==> src/rtl/logic_gate_unit.sv <==
// rtl/logic_gate_unit.sv - bitwise op unit with OR accumulator and 2-entry result buffer
module logic_gate_unit #(
   parameter int WIDTH = 8
) (
   input  logic             clk,
   input  logic             rst,
   input  logic             in_valid,
   output logic             in_ready,
   input  logic [WIDTH-1:0] in_a,
   input  logic [WIDTH-1:0] in_b,
   input  logic [2:0]       in_op,
   output logic             out_valid,
   input  logic             out_ready,
   output logic [WIDTH-1:0] out_data,
   output logic             out_any,
   output logic             out_all,
   output logic [WIDTH-1:0] acc
);

   localparam logic [1:0] EMPTY = 2'd0;
   localparam logic [1:0] ONE   = 2'd1;
   localparam logic [1:0] FULL  = 2'd2;

   logic [1:0]       count_q, count_d;
   logic [WIDTH-1:0] acc_q, acc_d;
   logic [WIDTH-1:0] head_data_q, head_data_d;
   logic             head_any_q, head_any_d;
   logic             head_all_q, head_all_d;
   logic [WIDTH-1:0] tail_data_q, tail_data_d;
   logic             tail_any_q, tail_any_d;
   logic             tail_all_q, tail_all_d;

   logic [WIDTH-1:0] result;
   logic             res_any;
   logic             res_all;
   logic             push;
   logic             pop;

   assign in_ready  = (count_q != FULL);
   assign out_valid = (count_q != EMPTY);
   assign out_data  = head_data_q;
   assign out_any   = head_any_q;
   assign out_all   = head_all_q;
   assign acc       = acc_q;

   assign push = in_valid && in_ready;
   assign pop  = out_valid && out_ready;

   always_comb begin
      result = '0;
      acc_d  = acc_q;
      case (in_op)
         3'd0: result = in_a & in_b;
         3'd1: result = in_a | in_b;
         3'd2: result = in_a ^ in_b;
         3'd3: result = ~(in_a & in_b);
         3'd4: result = ~(in_a | in_b);
         3'd5: result = ~(in_a ^ in_b);
         3'd6: begin
            result = acc_q | in_a | in_b;
            if (push) acc_d = result;
         end
         default: begin
            result = acc_q;
            if (push) acc_d = '0;
         end
      endcase
      res_any = |result;
      res_all = &result;
   end

   // Head is a real register so it keeps its last value once the buffer drains.
   always_comb begin
      count_d     = count_q;
      head_data_d = head_data_q;
      head_any_d  = head_any_q;
      head_all_d  = head_all_q;
      tail_data_d = tail_data_q;
      tail_any_d  = tail_any_q;
      tail_all_d  = tail_all_q;
      case (count_q)
         EMPTY: begin
            if (push) begin
               head_data_d = result;
               head_any_d  = res_any;
               head_all_d  = res_all;
               count_d     = ONE;
            end
         end
         ONE: begin
            if (push && pop) begin
               head_data_d = result;
               head_any_d  = res_any;
               head_all_d  = res_all;
            end else if (push) begin
               tail_data_d = result;
               tail_any_d  = res_any;
               tail_all_d  = res_all;
               count_d     = FULL;
            end else if (pop) begin
               count_d = EMPTY;
            end
         end
         FULL: begin
            if (pop) begin
               head_data_d = tail_data_q;
               head_any_d  = tail_any_q;
               head_all_d  = tail_all_q;
               count_d     = ONE;
            end
         end
         default: count_d = EMPTY;
      endcase
   end

   always_ff @(posedge clk or posedge rst) begin
      if (rst) begin
         count_q     <= EMPTY;
         acc_q       <= '0;
         head_data_q <= '0;
         head_any_q  <= 1'b0;
         head_all_q  <= 1'b0;
         tail_data_q <= '0;
         tail_any_q  <= 1'b0;
         tail_all_q  <= 1'b0;
      end else begin
         count_q     <= count_d;
         acc_q       <= acc_d;
         head_data_q <= head_data_d;
         head_any_q  <= head_any_d;
         head_all_q  <= head_all_d;
         tail_data_q <= tail_data_d;
         tail_any_q  <= tail_any_d;
         tail_all_q  <= tail_all_d;
      end
   end

endmodule
==> config.mk <==
export PLATFORM = sky130hd
export DESIGN_NAME = logic_gate_unit
export DESIGN_NICKNAME = d
export VERILOG_FILES = /design/src/rtl/logic_gate_unit.sv
export SDC_FILE = /design/constraint.sdc
export NUM_CORES = 1
export LEC_CHECK = 0
export ABC_AREA = 1
export BUFFER_PORTS_ARGS = -buffer_cell sky130_fd_sc_hd__buf_4
export CORE_MARGIN = 2
export CORE_UTILIZATION = 25
export CTS_CLUSTER_DIAMETER = 120
export DETAILED_ROUTE_END_ITERATION = 10
export GPL_ROUTABILITY_DRIVEN = 0
export PLACE_DENSITY_LB_ADDON = 0.12
export REMOVE_ABC_BUFFERS = 1
export SYNTH_ARGS = -nofsm -noshare
export SYNTH_HDL_FRONTEND = slang
export SYNTH_SLANG_ARGS = --single-unit
==> constraint.sdc <==
create_clock -name clk -period 2 [get_ports clk]
set_input_delay 0.4 -clock clk [delete_from_list [all_inputs] [get_ports clk]]
set_output_delay 0.4 -clock clk [all_outputs]
set_load 0.05 [all_outputs]
# Word-level counts from Yosys, hierarchy flattened
# Index checks and enable logic that the tools add are counted.
[classes]
n_eq_ne = 14
n_reduce_logical = 14
n_mux = 22
bitwise = 10
[op_table]
columns = ["cell", "count"]
rows = [
  ["case mux 8 bit (7 select lines)", 1],
  ["two-way mux 8 bit", 5],
  ["inverter 8 bit", 3],
  ["bitwise OR 8 bit", 3],
  ["case mux 8 bit (3 select lines)", 1],
  ["case mux 8 bit (2 select lines)", 1],
  ["two-way mux 2 bit", 5],
  ["inequality test 2 bit (second input constant)", 5],
  ["== test 3 bit (second input constant)", 3],
  ["bitwise AND 8 bit", 1],
  ["AND reduction 4 bit", 2],
  ["AND reduction 8 bit", 1],
  ["OR reduction 8 bit", 1],
  ["bitwise XOR 8 bit", 1],
  ["== test 3 x 2 -> 1 bit (second input constant)", 2],
  ["two-way mux 1 bit", 6],
  ["case mux 1 bit (3 select lines)", 2],
  ["case mux 2 bit (3 select lines)", 1],
  ["OR reduction 6 bit", 1],
  ["== test 3 x 1 -> 1 bit (second input constant)", 1],
  ["logical AND 1 bit", 3],
  ["logical NOT 3 bit", 1],
  ["inequality test 3 bit (second input constant)", 1],
  ["AND reduction 3 bit", 1],
  ["other kinds (7)", 8],
]
[totals]
out_inout_bits = 20
inputBits = 23
word_cells = 68
reg_bits = 30

# Longest topological paths before layout
[depth]
ltp_word = 6
ltp_mapped = 13
depth_no_buf = 13

# Worst setup path after synthesis
# Ideal clock, no wire load.
[synth_path]
kind = "reg2out"
startpoint = "reg count_q[1]"
endpoint = "out in_ready"
n_path_buf = 1
t_required_ns = 1.600
path_stages_with_launch = 5
arrival_time_ns = 1.240
setup_slack_ns = 0.360
path_cell_list = "dfrtp_1 -> inv_1 -> nor2_2 -> inv_1 -> clkbuf_1"
[synth_between]
elab_chain_cells = 1
[synth_lines]
columns = ["element", "line_no", "source"]
rows = [
  ["start: declaration", "24", "logic [1:0] count_q, count_d;"],
  ["start signal: assignment", "127", "count_q <= count_d;"],
  ["inequality test 2 bit", "39", "assign in_ready = (count_q != FULL);"],
  ["end: declaration", "8", "output logic in_ready,"],
]
# No other way between the ends.

# Worst setup path in the final report
# Same ends and word-level chain as after synthesis.

==> results.sh <==
export IMPL_status="finished clean"
export IMPL_yosysTopAreaCellShare_pct=30.3
export IMPL_ys_ff_latch=30
export IMPL_cts_htree_levels=2
export IMPL_max_freq_ghz=0.576
export IMPL_yosysTopAreaCell="dfrtp_1"
export IMPL_ctsResizeCount=0
export IMPL_yosys_area_share_simple_pct=41.7
export IMPL_rsz0062_at_grt="false"
export IMPL_clkSlewWorstSetupHoldPaths_ns=0.08
export IMPL_arrival_ns=1.34
export IMPL_ir_drop_mv=0.309
export IMPL_cp_required_ns=1.60
export IMPL_rows=36
export IMPL_grt_max_degree=31
export IMPL_setup_slack_ns=0.265
export IMPL_dp_slack_ns=0.0497
export IMPL_n_fill_cell=1096
export IMPL_first_iter_violations=122
export IMPL_grt_pass1_vias=2537
export IMPL_netlist_area_sq_um=2480
export IMPL_clk_latency_ns=0.28
export IMPL_clockRootBuffer="clkbuf_8"
export IMPL_cts_buffer_depth=2
export IMPL_chipWidth_um=104
export IMPL_port_buffers=42
export IMPL_vias=2636
export IMPL_tightest_slew_ns=0.420
export IMPL_grt_pass1_wl_mm=12.4
export IMPL_avgSynthCellArea_sq_um=6.18
export IMPL_setup_viol=0
export IMPL_drive_above_1_share_pct=20.1
export IMPL_antenna_found_initial=0
export IMPL_firstDrtPassIters=4
export IMPL_ant_nets=0
export IMPL_critPathLaunchType="register"
export IMPL_finalHoldViolCount=0
export IMPL_routed_wl_mm=7.30
export IMPL_fin_setup_tns_ns=0
export IMPL_hpwl_mm=5.73
export IMPL_grt_usage_pct=14.2
export IMPL_ys_types=22
export IMPL_power_density_nw_per_um2=796
export IMPL_vias_per_cell=4.32
export IMPL_path_max_fanout=9
export IMPL_yosysSeqAreaShare_pct=30.3
export IMPL_num_antenna_cells=0
export IMPL_cts_setup_buffers=0
export IMPL_initial_core_util_pct=25.6
export IMPL_synth_warnings=0
export IMPL_synthTopCellsByArea="dfrtp_1 30%, nand2_1 19%, inv_1 9.2%, ha_1 8.1%, nand3_1 8.1%"
export IMPL_core_region_area_sq_um=9680
export IMPL_synth_top_family_by_area="simple AND/OR/NAND/NOR gates"
export IMPL_clock_skew_ns=0.0111
export IMPL_cts_sinks=30
export IMPL_gr_total_overflow=0
export IMPL_die_area_sq_um=10700
export IMPL_cts_hold_buf=0
export IMPL_die_height_um=104
export IMPL_worst_setup_path_end_kind="output port"
export IMPL_drc_errors=0
export IMPL_synthMuxAreaShare_pct=0
export IMPL_min_path_type="in -> async"
export IMPL_r2r_cells=13
export IMPL_synth_fa_ha_area_share_pct=8.07
export IMPL_wl_per_cell_um=12.0
export IMPL_p_leak_nw=1.87
export IMPL_slew_headroom_pct=72.0
export IMPL_path_class="reg -> out"
export IMPL_ios=43
export IMPL_fin_crit_sh_pct=86.8
export IMPL_drv_cap=0
export IMPL_multi_input_comb_area_sq_um=1420
export IMPL_cts_buffers=5
export IMPL_synth_xor_area_share_pct=0
export IMPL_nNetsFinal=515
export IMPL_report_final_slew_viol_count=0
export IMPL_regArea_sq_um=751
export IMPL_netlist_instances=401
export IMPL_cts_tree="built"
export IMPL_fin_crit_ns=1.74
export IMPL_synth_compound_area_share_pct=7.57
export IMPL_area_growth_pct=32.6
## cells by family after synthesis
kind of cell,Yosys count
simple gates,242
fa+ha+maj,16
flops,30
compound gates,37
buf+inv,76
## critical path, cell delays in order, from the launching register on
cell,delay [ns]
dfrtp_1,0.40
inv_1,0.09
nor2_2,0.04
inv_1,0.26
buf_4,0.27
## per-layer routing
metal  global-route usage, %  wire length, um  part of all wire, %
met1                    19.5             3650                   50
met2                    23.5             3250                   45
met3                    2.52              350                  4.8
met4                    2.70               50                 0.68
met5                       0                0                    0
## area by class of cell
type / count / share of cell area, %
inverters: 64 / 7.31
repair buffers: 80 / 18.3
clock inverters: 3 / 1.22
clock buffers: 5 / 2.09
multi-input cells: 295 / 43.2
flip-flops and latches: 30 / 22.8
well taps: 133 / 5.06
## registers in the layout, summed over array words and instances, names as in the netlist
name         cells
tail_data_q      8
acc              8
tail_any_q       1
out_data         8
out_any          1
out_all          1
tail_all_q       1
count_q          2
## Yosys cell counts
cell	instances
nand2_1	128
inv_1	61
nor2_1	51
nand3_1	40
dfrtp_1	30
o21ai_0	26
ha_1	16
nand4_1	9
o21ai_1	9
nand3b_1	7
buf_2	6
clkbuf_1	3
nor2_2	3
buf_4	2
inv_2	2
nor2_4	2
a211oi_1	1
a21oi_1	1
buf_6	1
clkinv_1	1
nand2_2	1
nor3_1	1
## power breakdown
| part | total (mW) | internal (mW) | switching [mW] |
|---|---|---|---|
| clock | 0.610 | 0.367 | 0.244 |
| combinational | 1.14 | 0.386 | 0.750 |
| sequential | 0.872 | 0.777 | 0.0952 |
## path summary, 6_finish.rpt
path                                 from        endpoint  slack, ns
max in group asynchronous             rst  tail_data_q[6]       1.48
max                            count_q[1]        in_ready       0.26
min reg2reg                tail_data_q[4]  tail_data_q[4]       0.49
max reg2reg                        acc[0]         out_any       0.35
min in group clk                out_ready      count_q[1]       0.34
min                                   rst  tail_data_q[1]       0.21
## per-stage QoR
| stage | cell area, sq um | instances | hold WS [ns] | total power, mW | util, % |
|---|---|---|---|---|---|
| 6_report | 3290 | 610 | 0.208 | 2.62 | 34.0 |
| 5_1_grt | 3290 | 610 | 0.235 | 2.83 | 34.0 |
| 4_1_cts | 3290 | 610 | 0.220 | 2.67 | 34.0 |
| 3_5_place_dp | 3180 | 602 | 0.469 | 2.03 | 32.8 |
| 3_3_place_gp | 3180 | 602 | 0.464 | 2.03 | 32.8 |
| 2_1_floorplan | 2410 | 389 | 0.448 | 1.60 | - |
## placed cells by master, fill, tap and decap left out
cell type,netlist,layout
clkinv_1,1,1
inv_2,2,2
a211oi_1,1,1
bufinv_16,0,1
dfrtp_1,30,30
nand2_1,128,128
nor3_1,1,1
nand2_2,1,1
a21oi_1,1,1
nor2_4,2,2
nor2_2,3,3
nand4_1,9,9
buf_4,2,80
clkbuf_8,0,5
o21ai_1,9,9
nand3_1,40,40
o21ai_0,26,26
clkinv_2,0,2
inv_1,61,61
ha_1,16,16
nor2_1,51,51
nand3b_1,7,7
Note: power is estimated with default switching activity, not from simulation.
